<file path="src/rtl/dispense_sequencer_pkg.sv">
// Shared definitions for the spiral dispense sequencer: FSM state encoding,
// keypad key codes and the keypad matrix decoder.
package dispense_sequencer_pkg;

   typedef logic [2:0] state_t;

   localparam state_t ST_IDLE  = 3'd0;
   localparam state_t ST_ARMED = 3'd1;
   localparam state_t ST_RUN   = 3'd2;
   localparam state_t ST_GAP   = 3'd3;
   localparam state_t ST_FAULT = 3'd4;

   typedef logic [3:0] key_t;

   localparam key_t KEY_0    = 4'h0;
   localparam key_t KEY_1    = 4'h1;
   localparam key_t KEY_2    = 4'h2;
   localparam key_t KEY_3    = 4'h3;
   localparam key_t KEY_4    = 4'h4;
   localparam key_t KEY_5    = 4'h5;
   localparam key_t KEY_6    = 4'h6;
   localparam key_t KEY_7    = 4'h7;
   localparam key_t KEY_8    = 4'h8;
   localparam key_t KEY_9    = 4'h9;
   localparam key_t KEY_DEL  = 4'hA;
   localparam key_t KEY_OK   = 4'hB;
   localparam key_t KEY_NONE = 4'hF;

   function automatic logic key_is_digit(input key_t k);
      return (k >= KEY_1) && (k <= KEY_9);
   endfunction

   // Only an exactly one-hot row and column select a key; anything else is no key.
   function automatic key_t decode_key(input logic [2:0] col, input logic [3:0] row);
      key_t k;
      k = KEY_NONE;
      case ({row, col})
         7'b1000_100: k = KEY_1;
         7'b1000_010: k = KEY_2;
         7'b1000_001: k = KEY_3;
         7'b0100_100: k = KEY_4;
         7'b0100_010: k = KEY_5;
         7'b0100_001: k = KEY_6;
         7'b0010_100: k = KEY_7;
         7'b0010_010: k = KEY_8;
         7'b0010_001: k = KEY_9;
         7'b0001_100: k = KEY_DEL;
         7'b0001_010: k = KEY_0;
         7'b0001_001: k = KEY_OK;
         default:     k = KEY_NONE;
      endcase
      return k;
   endfunction

endpackage

</file>
<file path="src/rtl/dispense_sequencer_key_debouncer.sv">
// Keypad debouncer: registers the decoded key and emits a single accept strobe
// once the same key has been seen for DEB_CYCLES consecutive cycles.
module key_debouncer
   import dispense_sequencer_pkg::*;
#(
   parameter int DEB_CYCLES = 16
)(
   input  logic       clock,
   input  logic       reset,
   input  logic [2:0] coluna,
   input  logic [3:0] linha,
   output logic [3:0] key_code,
   output logic       key_valid
);

   localparam int               CNT_W   = $clog2(DEB_CYCLES + 1);
   localparam logic [CNT_W-1:0] CNT_MAX = CNT_W'(DEB_CYCLES);
   localparam logic [CNT_W-1:0] CNT_ONE = CNT_W'(1);

   key_t             raw;
   key_t             code_p0;
   logic [CNT_W-1:0] cnt_p0;
   logic             vld_p0;

   assign raw = decode_key(coluna, linha);

   // Stage p0: registered key code, run-length count and accept strobe.
   // The count saturates so a held key never strobes twice; a change of code
   // reloads it to one, counting the first cycle of the new code.
   always_ff @(posedge clock or posedge reset) begin
      if (reset) begin
         code_p0 <= KEY_NONE;
         cnt_p0  <= '0;
         vld_p0  <= 1'b0;
      end else begin
         code_p0 <= raw;
         vld_p0  <= 1'b0;
         if (raw != code_p0) begin
            cnt_p0 <= CNT_ONE;
            vld_p0 <= (CNT_ONE == CNT_MAX) && (raw != KEY_NONE);
         end else if (cnt_p0 != CNT_MAX) begin
            cnt_p0 <= cnt_p0 + CNT_ONE;
            vld_p0 <= (cnt_p0 == CNT_MAX - CNT_ONE) && (raw != KEY_NONE);
         end
      end
   end

   assign key_code  = code_p0;
   assign key_valid = vld_p0;

endmodule

</file>
<file path="src/rtl/dispense_sequencer.sv">
// Spiral motor transaction controller: keypad selection of 1-9 turns, relay
// drive, turn counting from the sensor pair, abort and no-turn timeout fault.
module dispense_sequencer
   import dispense_sequencer_pkg::*;
#(
   parameter int DEB_CYCLES     = 16,
   parameter int SENS_CYCLES    = 16,
   parameter int TIMEOUT_CYCLES = 1000000,
   parameter int TO_W           = 20
)(
   input  logic       clock,
   input  logic       reset,
   input  logic [2:0] coluna,
   input  logic [3:0] linha,
   input  logic       sensor1,
   input  logic       sensor2,
   output logic       rele,
   output logic       busy,
   output logic [3:0] turns_left,
   output logic       done,
   output logic       fault
);

   localparam int              SC_W    = $clog2(SENS_CYCLES + 1);
   localparam logic [SC_W-1:0] SC_MAX  = SC_W'(SENS_CYCLES);
   localparam logic [SC_W-1:0] SC_ONE  = SC_W'(1);
   localparam logic [TO_W-1:0] TO_LAST = TO_W'(TIMEOUT_CYCLES - 1);
   localparam logic [TO_W-1:0] TO_ONE  = TO_W'(1);

   logic [3:0]      key_code;
   logic            key_valid;
   logic            both;
   logic [SC_W-1:0] scnt_p0;
   logic            turn_p0;
   state_t          state;
   logic [TO_W-1:0] to_cnt;
   logic            key_del;
   logic            key_ok;
   logic            key_dig;
   logic            turn_hit;
   logic            timed_out;

   key_debouncer #(
      .DEB_CYCLES (DEB_CYCLES)
   ) u_keys (
      .clock     (clock),
      .reset     (reset),
      .coluna    (coluna),
      .linha     (linha),
      .key_code  (key_code),
      .key_valid (key_valid)
   );

   assign both = sensor1 & sensor2;

   // Stage p0: sensor qualifier, one strobe per continuous high period.
   always_ff @(posedge clock or posedge reset) begin
      if (reset) begin
         scnt_p0 <= '0;
         turn_p0 <= 1'b0;
      end else begin
         turn_p0 <= 1'b0;
         if (!both) begin
            scnt_p0 <= '0;
         end else if (scnt_p0 != SC_MAX) begin
            scnt_p0 <= scnt_p0 + SC_ONE;
            turn_p0 <= (scnt_p0 == SC_MAX - SC_ONE);
         end
      end
   end

   assign key_del   = key_valid && (key_code == KEY_DEL);
   assign key_ok    = key_valid && (key_code == KEY_OK);
   assign key_dig   = key_valid && key_is_digit(key_code);
   assign turn_hit  = turn_p0 && (state == ST_RUN);
   assign timed_out = (to_cnt == TO_LAST);

   // Transaction FSM; relay and status outputs are registered alongside state.
   // Within RUN/GAP the branch order encodes abort > turn > timeout.
   always_ff @(posedge clock or posedge reset) begin
      if (reset) begin
         state      <= ST_IDLE;
         turns_left <= 4'd0;
         to_cnt     <= '0;
         rele       <= 1'b0;
         busy       <= 1'b0;
         done       <= 1'b0;
         fault      <= 1'b0;
      end else begin
         done <= 1'b0;
         case (state)
            ST_IDLE: begin
               if (key_dig) begin
                  state      <= ST_ARMED;
                  turns_left <= key_code;
               end
            end
            ST_ARMED: begin
               if (key_dig) begin
                  turns_left <= key_code;
               end else if (key_del) begin
                  state      <= ST_IDLE;
                  turns_left <= 4'd0;
               end else if (key_ok) begin
                  state  <= ST_RUN;
                  to_cnt <= '0;
                  rele   <= 1'b1;
                  busy   <= 1'b1;
               end
            end
            ST_RUN, ST_GAP: begin
               if (key_del) begin
                  state      <= ST_IDLE;
                  turns_left <= 4'd0;
                  to_cnt     <= '0;
                  rele       <= 1'b0;
                  busy       <= 1'b0;
               end else if (turn_hit) begin
                  to_cnt <= '0;
                  if (turns_left <= 4'd1) begin
                     state      <= ST_IDLE;
                     turns_left <= 4'd0;
                     done       <= 1'b1;
                     rele       <= 1'b0;
                     busy       <= 1'b0;
                  end else begin
                     state      <= ST_GAP;
                     turns_left <= turns_left - 4'd1;
                  end
               end else if (timed_out) begin
                  state  <= ST_FAULT;
                  to_cnt <= '0;
                  rele   <= 1'b0;
                  busy   <= 1'b0;
                  fault  <= 1'b1;
               end else begin
                  to_cnt <= to_cnt + TO_ONE;
                  if ((state == ST_GAP) && !both) begin
                     state <= ST_RUN;
                  end
               end
            end
            ST_FAULT: begin
               if (key_del) begin
                  state      <= ST_IDLE;
                  turns_left <= 4'd0;
                  fault      <= 1'b0;
               end
            end
            default: begin
               state      <= ST_IDLE;
               turns_left <= 4'd0;
               to_cnt     <= '0;
               rele       <= 1'b0;
               busy       <= 1'b0;
               fault      <= 1'b0;
            end
         endcase
      end
   end

endmodule

</file>
<file path="config.mk">
export PLATFORM = sky130hd
export DESIGN_NAME = dispense_sequencer
export DESIGN_NICKNAME = d
export VERILOG_FILES = /design/src/rtl/dispense_sequencer_pkg.sv /design/src/rtl/dispense_sequencer_key_debouncer.sv /design/src/rtl/dispense_sequencer.sv
export SDC_FILE = /design/constraint.sdc
export NUM_CORES = 1
export LEC_CHECK = 0
export ABC_AREA = 1
export BUFFER_PORTS_ARGS = -buffer_cell sky130_fd_sc_hd__buf_2
export CORE_AREA = 2 2 59 84
export CTS_CLUSTER_DIAMETER = 120
export CTS_CLUSTER_SIZE = 12
export DETAILED_ROUTE_END_ITERATION = 16
export DIE_AREA = 0 0 61 86
export PLACE_DENSITY_LB_ADDON = 0.1
export SYNTH_ARGS = -nofsm -noshare
export SYNTH_HDL_FRONTEND = slang
export SYNTH_SLANG_ARGS = --single-unit
</file>
<file path="constraint.sdc">
create_clock -name clock -period 2.6 [get_ports clock]
set_clock_uncertainty 0.15 [all_clocks]
set_input_delay 0.52 -clock clock [delete_from_list [all_inputs] [get_ports clock]]
set_output_delay 0.52 -clock clock [all_outputs]
set_load 0.05 [all_outputs]
</file>
==> impl_metrics.xml, run 1 <==
<?xml version="1.0" encoding="UTF-8"?>
<metrics>
  <group name="yosys">
    <metric name="synth-async-reset-ratio" unit="%">100</metric>
    <metric name="synth_compound_gate_area_share" unit="%">9.26</metric>
    <metric name="synthSimpleGateAreaFrac" unit="%">34.9</metric>
    <metric name="synth_largest_area_cell" unit="">sky130_fd_sc_hd__dfrtp_1</metric>
    <metric name="synthDominantCellAreaShare" unit="%">36.9</metric>
    <metric name="yosysUniqueCellTypes" unit="">33</metric>
    <metric name="synthesis.area_per_instance" unit="um^2">7.31</metric>
    <metric name="yosys_register_bits" unit="">46</metric>
    <metric name="synth-main-ff-cell" unit="">sky130_fd_sc_hd__dfrtp_1</metric>
    <metric name="synth_adder_area_share" unit="%">3.95</metric>
    <metric name="muxShareOfSynthArea" unit="%">0</metric>
    <metric name="number_of_flops_mapped_to_enable_cells_by_yosys" unit="">0</metric>
    <metric name="synth_seq_area_share" unit="%">40.5</metric>
    <metric name="post_synth_main_area_contributors" unit="">sky130_fd_sc_hd__dfrtp_1, sky130_fd_sc_hd__nand2_1, sky130_fd_sc_hd__inv_1</metric>
    <metric name="synth-xor-area-share" unit="%">2.15</metric>
    <metric name="synth.most_common_cell" unit="">sky130_fd_sc_hd__nand2_1</metric>
    <metric name="yosysWarningCount" unit="">0</metric>
    <metric name="combinational_family_with_the_most_area_after_synthesis" unit="">simple AND/OR/NAND/NOR gates</metric>
    <metric name="synth_top_cells_by_count" unit="">sky130_fd_sc_hd__nand2_1, sky130_fd_sc_hd__inv_1, sky130_fd_sc_hd__nor2_1</metric>
    <metric name="mappedNetlistArea" unit="um^2">2850</metric>
    <metric name="mappedNetlistNets" unit="">410</metric>
    <metric name="syn_inst" unit="">390</metric>
  </group>
  <group name="detailed_routing">
    <metric name="drt-total-wl" unit="mm">5.80</metric>
    <metric name="post_detailed_route_count_of_antenna_violating_nets" unit="">0</metric>
    <metric name="detail_route.iter0.violations" unit="">189</metric>
    <metric name="dr_total_vias" unit="">2525</metric>
    <metric name="first_pass_iters" unit="">4</metric>
    <metric name="drt-vias-per-instance" unit="">5.28</metric>
    <metric name="post_route_drc_violation_count" unit="">0</metric>
    <metric name="wl_per_cell" unit="um">12.1</metric>
  </group>
  <group name="pwr">
    <metric name="total_leakage_power" unit="nW">1.59</metric>
    <metric name="power_density" unit="nW/um^2">772</metric>
    <metric name="vdd_drop_max" unit="V">0.000503</metric>
  </group>
  <group name="setup_path">
    <metric name="critPathCaptureType" unit="">flop</metric>
    <metric name="r2r-start" unit="">to_cnt[0]</metric>
    <metric name="critical_path.startpoint_type" unit="">flop</metric>
    <metric name="reg2reg_slack" unit="ns">0.52</metric>
    <metric name="crit-reg2reg-capture" unit="">to_cnt[9]</metric>
    <metric name="cp_data_arrival_time" unit="ns">2.12</metric>
    <metric name="r2r_cells" unit="">10</metric>
    <metric name="criticalPathCategory" unit="">flop to flop</metric>
    <metric name="crit_path_max_fanout" unit="">15</metric>
    <metric name="worstPathRequired" unit="ns">2.64</metric>
  </group>
  <group name="timing">
    <metric name="timing.final.ws_setup" unit="ns">0.523</metric>
    <metric name="slew_violations" unit="">0</metric>
    <metric name="layout_worst_path_cycle_share" unit="%">79.9</metric>
    <metric name="setup_viol" unit="">0</metric>
    <metric name="fin_setup_tns" unit="ns">0</metric>
    <metric name="fmax" unit="GHz">0.481</metric>
    <metric name="final_period_minus_worst_setup_slack" unit="ns">2.08</metric>
    <metric name="setup_repair_after_global_routing_missed_its_margin" unit="">false</metric>
    <metric name="worst_slew_pin_slew" unit="ns">0.371</metric>
    <metric name="slew-limit-headroom" unit="%">75.3</metric>
    <metric name="final-hold-violation-count" unit="">0</metric>
  </group>
  <group name="floorplanning">
    <metric name="pin_count" unit="">19</metric>
    <metric name="die-height" unit="um">86</metric>
    <metric name="core.rowCount" unit="">29</metric>
    <metric name="floorplan.die_area" unit="um^2">5250</metric>
    <metric name="die_width" unit="um">61</metric>
    <metric name="design.core.area" unit="um^2">4460</metric>
    <metric name="starting_density" unit="%">63.9</metric>
  </group>
  <group name="final_layout">
    <metric name="final.fill_count" unit="">409</metric>
    <metric name="nNetsFinal" unit="">435</metric>
    <metric name="area_growth" unit="%">9.35</metric>
    <metric name="antenna_cells" unit="">0</metric>
    <metric name="drive_above_1_share" unit="%">15.4</metric>
  </group>
  <group name="global_route">
    <metric name="gr-total-overflow" unit="">0</metric>
    <metric name="grt_util_all_layers" unit="%">25.4</metric>
    <metric name="antenna_found_initial" unit="">0</metric>
    <metric name="first_global_vias" unit="">2513</metric>
    <metric name="grt_max_degree" unit="">19</metric>
    <metric name="grt_first_pass_wirelength" unit="mm">10.4</metric>
  </group>
  <group name="placement">
    <metric name="finalWeightedCongestion" unit="">0.958</metric>
    <metric name="detailed_place_hpwl" unit="mm">4.58</metric>
    <metric name="buffer_ports.inserted" unit="">18</metric>
    <metric name="dp_slack" unit="ns">0.455</metric>
  </group>
  <group name="clocking">
    <metric name="post-cts-setup-buffer-count" unit="">0</metric>
    <metric name="cts_tree" unit="">done</metric>
    <metric name="cts_buffers" unit="">5</metric>
    <metric name="clkTransAtPathRegs" unit="ns">0.09</metric>
    <metric name="count_of_cells_resized_by_post_cts_repair" unit="">0</metric>
    <metric name="cts_htree_levels" unit="">2</metric>
    <metric name="cts-hold-fix-buffers" unit="">0</metric>
    <metric name="clk-insertion-delay-late" unit="ns">0.30</metric>
    <metric name="clock_tree.root_cell" unit="">sky130_fd_sc_hd__clkbuf_8</metric>
    <metric name="clock_sink_count" unit="">46</metric>
    <metric name="cts_buffer_depth" unit="">2</metric>
  </group>
  <group name="run">
    <metric name="total_of_max_cap_violations" unit="">0</metric>
  </group>
  <group name="run_status">
    <metric name="outcome" unit="">completed</metric>
  </group>
  <group name="hold_path">
    <metric name="hold_path_class" unit="">primary input to asynchronous set/reset pin</metric>
  </group>
</metrics>
-- flip-flops by register name (all words and copies together), names as in the netlist, 3 cells and up --
register         cells
turns_left           4
to_cnt              20
state                3
scnt_p0              5
u_keys.cnt_p0        5
u_keys.key_code      4
-- layer usage --
metal | vias to the layer above | track usage, % | part of all wire [%]
met5 | - | 0 | 0
met3 | 11 | 3.92 | 2.7
met4 | 0 | 8.50 | 1.8
li1 | 1302 | - | -
met2 | 47 | 45.8 | 54
met1 | 1165 | 29.4 | 41
-- cells in the final DEF, fill, tap and decap left out, types with 5 or more instances in the layout --
cell type and n:
sky130_fd_sc_hd__o21ai_1 5, sky130_fd_sc_hd__nand3_1 25, sky130_fd_sc_hd__nand4_1 13, sky130_fd_sc_hd__buf_2 18, sky130_fd_sc_hd__a21oi_1 19, sky130_fd_sc_hd__inv_2 6
sky130_fd_sc_hd__clkbuf_8 6, sky130_fd_sc_hd__nor2_1 43, sky130_fd_sc_hd__nand2_2 6, sky130_fd_sc_hd__nand2_1 89, sky130_fd_sc_hd__ha_1 9, sky130_fd_sc_hd__o21ai_0 19
sky130_fd_sc_hd__dfrtp_1 42, sky130_fd_sc_hd__nor3_1 11, sky130_fd_sc_hd__nor2_2 9, sky130_fd_sc_hd__inv_1 59
-- stage by stage --
stage	total power [mW]	cell area (um^2)	utilization, %	hold slack [ns]	cells
4_1_cts	2.41	3120	69.9	0.0493	478
2_1_floorplan	1.75	2850	-	0.317	390
3_5_place_dp	1.96	3020	67.7	0.341	470
3_3_place_gp	1.94	3020	67.7	0.332	470
6_report	2.41	3120	69.9	0.0351	478
5_1_grt	2.60	3120	69.9	0.0622	478
-- power breakdown --
part           total (mW)  leakage (nW)  switching, mW  internal [mW]
Clock               0.458        0.0472          0.245          0.214
Sequential          0.950         0.606          0.118          0.832
Combinational       0.998         0.938          0.683          0.315
Total                2.41          1.59           1.05           1.36
-- worst max path at each step --
stage	slack [ns]	cells after the start	to	from
after CTS	0.57	10	to_cnt[9]	to_cnt[0]
after global placement	0.47	13	u_keys.cnt_p0[1]	linha[3]
final	0.52	10	to_cnt[9]	to_cnt[0]
after detailed placement	0.45	12	u_keys.cnt_p0[2]	linha[3]
after floorplan	0.60	9	turns_left[2]	turns_left[0]
after global routing	0.28	10	to_cnt[9]	to_cnt[0]
-- cells by family (layout without fill, tap and decap cells) --
group | count (synthesis) | count (layout)
AOI/OAI and AO/OA | 50 | 50
and+or+nand+nor | 210 | 210
adders and majority gates | 9 | 9
buffers and inverters | 68 | 94
DFF | 46 | 46
xor gates and xnor gates | 7 | 7
-- worst max-delay path, cell delays in order (launching register included) --
cell	delay [ns]
sky130_fd_sc_hd__dfrtp_1	0.39
sky130_fd_sc_hd__ha_1	0.22
sky130_fd_sc_hd__nand2_1	0.08
sky130_fd_sc_hd__nor3_2	0.23
sky130_fd_sc_hd__nand3_1	0.17
sky130_fd_sc_hd__nand2_1	0.13
sky130_fd_sc_hd__nand2_2	0.19
sky130_fd_sc_hd__inv_1	0.20
sky130_fd_sc_hd__nor2_1	0.06
sky130_fd_sc_hd__o21ai_0	0.10
sky130_fd_sc_hd__inv_1	0.05
-- layout make-up --
class                      instances  area, um^2  share of cell area, %
sequential                        46        1160                   37.1
tap                               62        77.6                   2.49
inverter                          65         244                   7.83
multi-input combinational        276        1430                   45.9
clock inverter                     2        12.5                  0.401
clock buffer                       6        82.6                   2.65
timing repair buffer              21         113                   3.61
Note: power is estimated with default switching activity, not from simulation.
==> inputs of run 2 (changes only) <==
--- a/config.mk
+++ b/config.mk
@@ -5,13 +5,13 @@
 export SDC_FILE = /design/constraint.sdc
 export NUM_CORES = 1
 export LEC_CHECK = 0
-export ABC_AREA = 1
+export ABC_AREA = 0
 export BUFFER_PORTS_ARGS = -buffer_cell sky130_fd_sc_hd__buf_2
-export CORE_AREA = 2 2 59 84
+export CORE_AREA = 2 2 65 92
 export CTS_CLUSTER_DIAMETER = 120
 export CTS_CLUSTER_SIZE = 12
 export DETAILED_ROUTE_END_ITERATION = 16
-export DIE_AREA = 0 0 61 86
+export DIE_AREA = 0 0 67 94
 export PLACE_DENSITY_LB_ADDON = 0.1
 export SYNTH_ARGS = -nofsm -noshare
 export SYNTH_HDL_FRONTEND = slang
==> constraint.sdc (replaced) <==
create_clock -name clock -period 1.7 [get_ports clock]
set_clock_uncertainty 0.15 [all_clocks]
set_input_delay 0.34 -clock clock [delete_from_list [all_inputs] [get_ports clock]]
set_output_delay 0.34 -clock clock [all_outputs]
set_load 0.05 [all_outputs]
==> impl_metrics.xml, run 2 <==
<?xml version="1.0" encoding="UTF-8"?>
<metrics>
  <group name="yosys">
    <metric name="yosys_register_bits" unit="">46</metric>
    <metric name="synth.most_common_cell" unit="">sky130_fd_sc_hd__dfrtp_1</metric>
    <metric name="synthSimpleGateAreaFrac" unit="%">27.9</metric>
    <metric name="mappedNetlistArea" unit="um^2">2910</metric>
    <metric name="mappedNetlistNets" unit="">344</metric>
    <metric name="post_synth_main_area_contributors" unit="">sky130_fd_sc_hd__dfrtp_1, sky130_fd_sc_hd__xor2_1, sky130_fd_sc_hd__nor2_1</metric>
    <metric name="muxShareOfSynthArea" unit="%">0.387</metric>
    <metric name="synth_adder_area_share" unit="%">3.87</metric>
    <metric name="number_of_flops_mapped_to_enable_cells_by_yosys" unit="">0</metric>
    <metric name="synth_seq_area_share" unit="%">39.8</metric>
    <metric name="synthesis.area_per_instance" unit="um^2">8.97</metric>
    <metric name="synthDominantCellAreaShare" unit="%">36.2</metric>
    <metric name="synth-xor-area-share" unit="%">8.09</metric>
    <metric name="synth_top_cells_by_count" unit="">sky130_fd_sc_hd__dfrtp_1, sky130_fd_sc_hd__nor2_1, sky130_fd_sc_hd__nand2_1, sky130_fd_sc_hd__o21ai_0, sky130_fd_sc_hd__nand3_1</metric>
    <metric name="syn_inst" unit="">324</metric>
    <metric name="yosysUniqueCellTypes" unit="">64</metric>
    <metric name="synth_largest_area_cell" unit="">sky130_fd_sc_hd__dfrtp_1</metric>
    <metric name="synth-async-reset-ratio" unit="%">100</metric>
    <metric name="combinational_family_with_the_most_area_after_synthesis" unit="">simple AND/OR/NAND/NOR gates</metric>
    <metric name="yosysWarningCount" unit="">0</metric>
    <metric name="synth-main-ff-cell" unit="">sky130_fd_sc_hd__dfrtp_1</metric>
    <metric name="synth_compound_gate_area_share" unit="%">14.9</metric>
  </group>
  <group name="final_layout">
    <metric name="register_area" unit="um^2">1160</metric>
    <metric name="most_frequent_cells_in_the_layout" unit="">sky130_fd_sc_hd__buf_4, sky130_fd_sc_hd__dfrtp_1, sky130_fd_sc_hd__nor2_1, sky130_fd_sc_hd__nand2_1, sky130_fd_sc_hd__buf_6</metric>
    <metric name="largest_register_ffs" unit="">20</metric>
    <metric name="final.fill_count" unit="">373</metric>
    <metric name="antenna_cells" unit="">0</metric>
    <metric name="drive_above_1_share" unit="%">46.5</metric>
    <metric name="area_growth" unit="%">47.7</metric>
    <metric name="nNetsFinal" unit="">453</metric>
    <metric name="layout.cells.most_common" unit="">sky130_fd_sc_hd__buf_4</metric>
    <metric name="layout_top_registers" unit="">to_cnt: 20 flops, scnt_p0: 5 flops, u_keys.cnt_p0: 5 flops</metric>
    <metric name="multi_input_comb_area" unit="um^2">1980</metric>
    <metric name="max_flop_register" unit="">to_cnt</metric>
    <metric name="final_core_util" unit="%">78.8</metric>
  </group>
  <group name="placement">
    <metric name="dp_slack" unit="ns">-0.687</metric>
    <metric name="finalWeightedCongestion" unit="">0.782</metric>
    <metric name="detailed_place_hpwl" unit="mm">5.38</metric>
    <metric name="buffer_ports.inserted" unit="">18</metric>
  </group>
  <group name="timing">
    <metric name="final_period_minus_worst_setup_slack" unit="ns">2.06</metric>
    <metric name="hold_ws" unit="ns">0.190</metric>
    <metric name="setup_viol" unit="">35</metric>
    <metric name="final-hold-violation-count" unit="">0</metric>
    <metric name="slew_violations" unit="">0</metric>
    <metric name="slew-limit-headroom" unit="%">76.9</metric>
    <metric name="setup_repair_after_global_routing_missed_its_margin" unit="">true</metric>
    <metric name="timing.final.ws_setup" unit="ns">-0.363</metric>
    <metric name="layout_worst_path_cycle_share" unit="%">121</metric>
    <metric name="fin_setup_tns" unit="ns">-9.55</metric>
    <metric name="fmax" unit="GHz">0.485</metric>
    <metric name="worst_slew_pin_slew" unit="ns">0.343</metric>
  </group>
  <group name="global_route">
    <metric name="first_global_vias" unit="">2849</metric>
    <metric name="antenna_found_initial" unit="">0</metric>
    <metric name="grt_max_degree" unit="">23</metric>
    <metric name="grt_first_pass_wirelength" unit="mm">12.6</metric>
    <metric name="grt_util_all_layers" unit="%">25.9</metric>
    <metric name="gr-total-overflow" unit="">0</metric>
  </group>
  <group name="floorplanning">
    <metric name="pin_count" unit="">19</metric>
    <metric name="core.rowCount" unit="">32</metric>
    <metric name="design.core.area" unit="um^2">5450</metric>
    <metric name="floorplan.die_area" unit="um^2">6300</metric>
    <metric name="die-height" unit="um">94</metric>
    <metric name="starting_density" unit="%">53.4</metric>
    <metric name="die_width" unit="um">67</metric>
  </group>
  <group name="detailed_routing">
    <metric name="post_detailed_route_count_of_antenna_violating_nets" unit="">0</metric>
    <metric name="drt-vias-per-instance" unit="">5.59</metric>
    <metric name="wl_per_cell" unit="um">15.3</metric>
    <metric name="detail_route.iter0.violations" unit="">108</metric>
    <metric name="post_route_drc_violation_count" unit="">0</metric>
    <metric name="dr_total_vias" unit="">2807</metric>
    <metric name="first_pass_iters" unit="">4</metric>
    <metric name="drt-total-wl" unit="mm">7.69</metric>
  </group>
  <group name="pwr">
    <metric name="vdd_drop_max" unit="V">0.000704</metric>
    <metric name="total_power" unit="mW">2.69</metric>
    <metric name="power_density" unit="nW/um^2">626</metric>
    <metric name="total_leakage_power" unit="nW">1.99</metric>
  </group>
  <group name="clocking">
    <metric name="clk-insertion-delay-late" unit="ns">0.30</metric>
    <metric name="cts_buffers" unit="">5</metric>
    <metric name="clock_tree.root_cell" unit="">sky130_fd_sc_hd__clkbuf_8</metric>
    <metric name="clock_sink_count" unit="">46</metric>
    <metric name="cts_htree_levels" unit="">2</metric>
    <metric name="clkTransAtPathRegs" unit="ns">0.10</metric>
    <metric name="cts_buffer_depth" unit="">2</metric>
    <metric name="cts_tree" unit="">done</metric>
  </group>
  <group name="setup_path">
    <metric name="criticalPathCategory" unit="">flop to flop</metric>
    <metric name="critPathCaptureType" unit="">flop</metric>
    <metric name="cp_data_arrival_time" unit="ns">2.10</metric>
    <metric name="crit_path_max_fanout" unit="">4</metric>
    <metric name="worstPathRequired" unit="ns">1.73</metric>
    <metric name="critical_path.startpoint_type" unit="">flop</metric>
  </group>
  <group name="run_status">
    <metric name="outcome" unit="">finished, violations left</metric>
    <metric name="failed_checks" unit="">negative setup slack</metric>
  </group>
  <group name="hold_path">
    <metric name="hold_path_class" unit="">primary input to flop</metric>
  </group>
  <group name="run">
    <metric name="total_of_max_cap_violations" unit="">0</metric>
  </group>
</metrics>
## run 2: cell count changes after synthesis, sizes merged, moves of 6 or more
cell | previous run | this run
nor2 | 53 | 36
buf | 2 | 9
inv | 65 | 16
nor3 | 16 | 7
nor2b | 0 | 11
nand4 | 13 | 7
nand3 | 27 | 21
and3 | 1 | 7
xor2 | 4 | 17
nand2 | 96 | 23
xnor2 | 3 | 9
## run 2: report_power, final
| group | total, mW | switching [mW] | internal (mW) | leakage, nW |
|---|---|---|---|---|
| Clock | 0.679 | 0.388 | 0.291 | 0.0452 |
| Combinational | 0.773 | 0.414 | 0.359 | 1.34 |
| Sequential | 1.24 | 0.0702 | 1.17 | 0.613 |
| Total | 2.69 | 0.872 | 1.82 | 1.99 |
## run 2: worst paths after layout
kind,startpoint,end,cells after the start,slack [ns]
setup / recovery,to_cnt[8],busy,7,-0.36
max in group asynchronous,reset,u_keys.key_code[3],4,0.49
min in group asynchronous,reset,to_cnt[18],3,0.39
hold / removal,sensor2,turn_p0,2,0.19
setup reg to reg,to_cnt[8],busy,7,-0.36
hold reg to reg,turns_left[1],turns_left[1],1,0.41
## run 2: worst max-delay path, cell delays in order, from the launching register on
cell	delay, ns
sky130_fd_sc_hd__dfrtp_1	0.41
sky130_fd_sc_hd__nor4_2	0.30
sky130_fd_sc_hd__nand4_1	0.17
sky130_fd_sc_hd__nor3_4	0.18
sky130_fd_sc_hd__or3b_4	0.20
sky130_fd_sc_hd__nor2b_4	0.21
sky130_fd_sc_hd__o21ai_1	0.09
sky130_fd_sc_hd__a32o_2	0.23
## run 2: what timing repair did
item,CTS,global route
gates resized for setup,36,39
endpoints found under the hold margin,12,0
hold buffers,1,0
gates cloned,0,0
pin swaps,20,19
buffers inserted,8,7
setup endpoints to repair,35,36
## run 2: area by class of cell
type / instances / share of cell area (%)
tap: 68 / 1.98
timing repair buffer: 116 / 21.6
inverter: 16 / 1.40
clock inverter: 2 / 0.321
sequential: 46 / 27.0
clock buffer: 6 / 1.69
multi-input combinational: 248 / 46.1
## run 2: kinds of logic after synthesis
group	after synthesis
mux	1
xor+xnor	26
fa+ha+maj	9
simple gates	145
flops	46
compound gates	67
buf+inv	30
## run 2: stage by stage
step           std cells  cell area, um^2
2_1_floorplan        324             3080
3_3_place_gp         481             3800
3_5_place_dp         481             3800
4_1_cts              496             4090
5_1_grt              502             4290
6_report             502             4290
## run 2: routing by layer
layer  up-vias  part of all wire, %  GRT usage, %
met5         -                    0             0
met4         0                  2.2          8.67
met3        15                  1.6          3.12
met2        54                   59          50.3
met1      1377                   38          27.8
li1       1361                    -             -
==> inputs of run 3 (changes only) <==
--- a/config.mk
+++ b/config.mk
@@ -12,7 +12,9 @@
 export CTS_CLUSTER_SIZE = 12
 export DETAILED_ROUTE_END_ITERATION = 16
 export DIE_AREA = 0 0 67 94
+export MAX_ROUTING_LAYER = met4
 export PLACE_DENSITY_LB_ADDON = 0.1
+export SETUP_SLACK_MARGIN = 0.4
 export SYNTH_ARGS = -nofsm -noshare
 export SYNTH_HDL_FRONTEND = slang
 export SYNTH_SLANG_ARGS = --single-unit
==> impl_metrics.xml, run 3 (synthesis results as in run 2) <==
<?xml version="1.0" encoding="UTF-8"?>
<metrics>
  <group name="run_status">
    <metric name="outcome" unit="">finished, violations left</metric>
    <metric name="failed_checks" unit="">negative setup slack</metric>
  </group>
  <group name="detailed_routing">
    <metric name="detail_route.iter0.violations" unit="">173</metric>
    <metric name="post_route_drc_violation_count" unit="">0</metric>
    <metric name="drt-total-wl" unit="mm">8.00</metric>
    <metric name="dr_total_vias" unit="">2844</metric>
    <metric name="post_detailed_route_count_of_antenna_violating_nets" unit="">0</metric>
    <metric name="wl_per_cell" unit="um">15.8</metric>
    <metric name="drt-vias-per-instance" unit="">5.63</metric>
    <metric name="first_pass_iters" unit="">4</metric>
  </group>
  <group name="final_layout">
    <metric name="most_frequent_cells_in_the_layout" unit="">sky130_fd_sc_hd__buf_4, sky130_fd_sc_hd__dfrtp_1, sky130_fd_sc_hd__nor2_1, sky130_fd_sc_hd__buf_6, sky130_fd_sc_hd__nand2_1</metric>
    <metric name="register_area" unit="um^2">1160</metric>
    <metric name="area_growth" unit="%">54.8</metric>
    <metric name="nNetsFinal" unit="">456</metric>
    <metric name="antenna_cells" unit="">0</metric>
    <metric name="max_flop_register" unit="">to_cnt</metric>
    <metric name="layout.cells.most_common" unit="">sky130_fd_sc_hd__buf_4</metric>
    <metric name="layout_top_registers" unit="">to_cnt: 20 flops, scnt_p0: 5 flops, u_keys.cnt_p0: 5 flops</metric>
    <metric name="final.fill_count" unit="">354</metric>
    <metric name="multi_input_comb_area" unit="um^2">2050</metric>
    <metric name="drive_above_1_share" unit="%">50.6</metric>
    <metric name="largest_register_ffs" unit="">20</metric>
  </group>
  <group name="timing">
    <metric name="hold_ws" unit="ns">0.198</metric>
    <metric name="timing.final.ws_setup" unit="ns">-0.380</metric>
    <metric name="slew-limit-headroom" unit="%">80.9</metric>
    <metric name="setup_repair_after_global_routing_missed_its_margin" unit="">true</metric>
    <metric name="setup_viol" unit="">34</metric>
    <metric name="fin_setup_tns" unit="ns">-10.19</metric>
    <metric name="worst_slew_pin_slew" unit="ns">0.286</metric>
    <metric name="slew_violations" unit="">0</metric>
    <metric name="final_period_minus_worst_setup_slack" unit="ns">2.08</metric>
    <metric name="final-hold-violation-count" unit="">0</metric>
    <metric name="fmax" unit="GHz">0.481</metric>
    <metric name="layout_worst_path_cycle_share" unit="%">122</metric>
  </group>
  <group name="placement">
    <metric name="detailed_place_hpwl" unit="mm">5.35</metric>
    <metric name="buffer_ports.inserted" unit="">18</metric>
    <metric name="finalWeightedCongestion" unit="">0.817</metric>
  </group>
  <group name="run">
    <metric name="total_of_max_cap_violations" unit="">0</metric>
  </group>
  <group name="clocking">
    <metric name="clock_sink_count" unit="">46</metric>
    <metric name="cts_htree_levels" unit="">2</metric>
    <metric name="cts_tree" unit="">done</metric>
    <metric name="cts_buffer_depth" unit="">2</metric>
    <metric name="clock_tree.root_cell" unit="">sky130_fd_sc_hd__clkbuf_8</metric>
    <metric name="clkTransAtPathRegs" unit="ns">0.09</metric>
    <metric name="clk-insertion-delay-late" unit="ns">0.30</metric>
    <metric name="cts_buffers" unit="">5</metric>
  </group>
  <group name="floorplanning">
    <metric name="design.core.area" unit="um^2">5450</metric>
    <metric name="core.rowCount" unit="">32</metric>
    <metric name="die_width" unit="um">67</metric>
    <metric name="floorplan.die_area" unit="um^2">6300</metric>
    <metric name="pin_count" unit="">19</metric>
    <metric name="die-height" unit="um">94</metric>
    <metric name="starting_density" unit="%">53.4</metric>
  </group>
  <group name="global_route">
    <metric name="antenna_found_initial" unit="">0</metric>
    <metric name="gr-total-overflow" unit="">0</metric>
    <metric name="first_global_vias" unit="">3023</metric>
    <metric name="grt_max_degree" unit="">20</metric>
    <metric name="grt_first_pass_wirelength" unit="mm">13.2</metric>
    <metric name="grt_util_all_layers" unit="%">27.7</metric>
  </group>
  <group name="setup_path">
    <metric name="crit_path_max_fanout" unit="">5</metric>
    <metric name="r2r-start" unit="">u_keys.key_code[3]</metric>
    <metric name="critPathCaptureType" unit="">flop</metric>
    <metric name="cp_data_arrival_time" unit="ns">2.12</metric>
    <metric name="criticalPathCategory" unit="">flop to flop</metric>
    <metric name="setup.worst_path.start" unit="">u_keys.key_code[3]</metric>
    <metric name="critical_path.startpoint_type" unit="">flop</metric>
    <metric name="reg2reg_slack" unit="ns">-0.38</metric>
    <metric name="worstPathRequired" unit="ns">1.74</metric>
  </group>
  <group name="hold_path">
    <metric name="worstHoldStart" unit="">sensor1</metric>
    <metric name="hold_path_class" unit="">primary input to flop</metric>
  </group>
  <group name="pwr">
    <metric name="total_leakage_power" unit="nW">2.04</metric>
    <metric name="power_density" unit="nW/um^2">621</metric>
    <metric name="vdd_drop_max" unit="V">0.000636</metric>
  </group>
</metrics>
run 3: routing by layer:
metal  GRT usage [%]  share of wire, %  vias up  routed length (um)
met4            9.52               1.7        0                 134
met3            3.24               1.3       10                 107
li1                -                 -     1366                   -
met1            28.6                38     1433                3040
met2            52.5                59       35                4710
met5               -                 0        -                   0
run 3: critical path: stages (launching register included):
cell and delay, ns:
sky130_fd_sc_hd__dfstp_2 0.54, sky130_fd_sc_hd__and4b_2 0.27, sky130_fd_sc_hd__a21o_1 0.15, sky130_fd_sc_hd__a21oi_2 0.07, sky130_fd_sc_hd__buf_12 0.14, sky130_fd_sc_hd__or2_4 0.29
sky130_fd_sc_hd__nor3_4 0.16, sky130_fd_sc_hd__xnor2_2 0.15, sky130_fd_sc_hd__nor2_1 0.06
run 3: power breakdown:
part / switching, mW / internal [mW]
sequential: 0.0708 / 1.17
combinational: 0.441 / 0.419
clock: 0.366 / 0.329
total: 0.878 / 1.91
run 3: cell type report:
type                    instances  area share [%]
clock inverters                 1           0.111
well taps                      68            1.89
multi-input cells             248            45.7
clock buffers                   7            1.92
repair buffers                119            23.2
flip-flops and latches         46            25.8
inverters                      16            1.42
run 3: worst paths after layout:
path,cells past startpoint,endpoint
setup / recovery,8,to_cnt[7]
hold / removal,2,turn_p0
setup reg to reg,8,to_cnt[7]
hold reg to reg,2,to_cnt[0]
max in group asynchronous,4,u_keys.key_code[2]
min in group asynchronous,4,to_cnt[2]
run 3: what timing repair did:
action,in CTS,in global routing
hold buffers,1,0
endpoints found under the hold margin,15,0
resized for setup,76,31
setup endpoints to repair,51,67
pin swaps,30,26
setup buffers,12,9
run 3: metrics by stage:
stage                     cells  area [um^2]  power, mW  worst slack, ns  utilization [%]
after global routing        505         4500       2.93           -0.466             82.6
after detailed placement    475         3780       1.92           -0.666             69.5
after global placement      475         3780       1.90           -0.639             69.5
final                       505         4500       2.79           -0.380             82.6
after floorplan             324         3110       1.70           -0.554                -
after CTS                   496         4290       2.72           -0.354             78.7
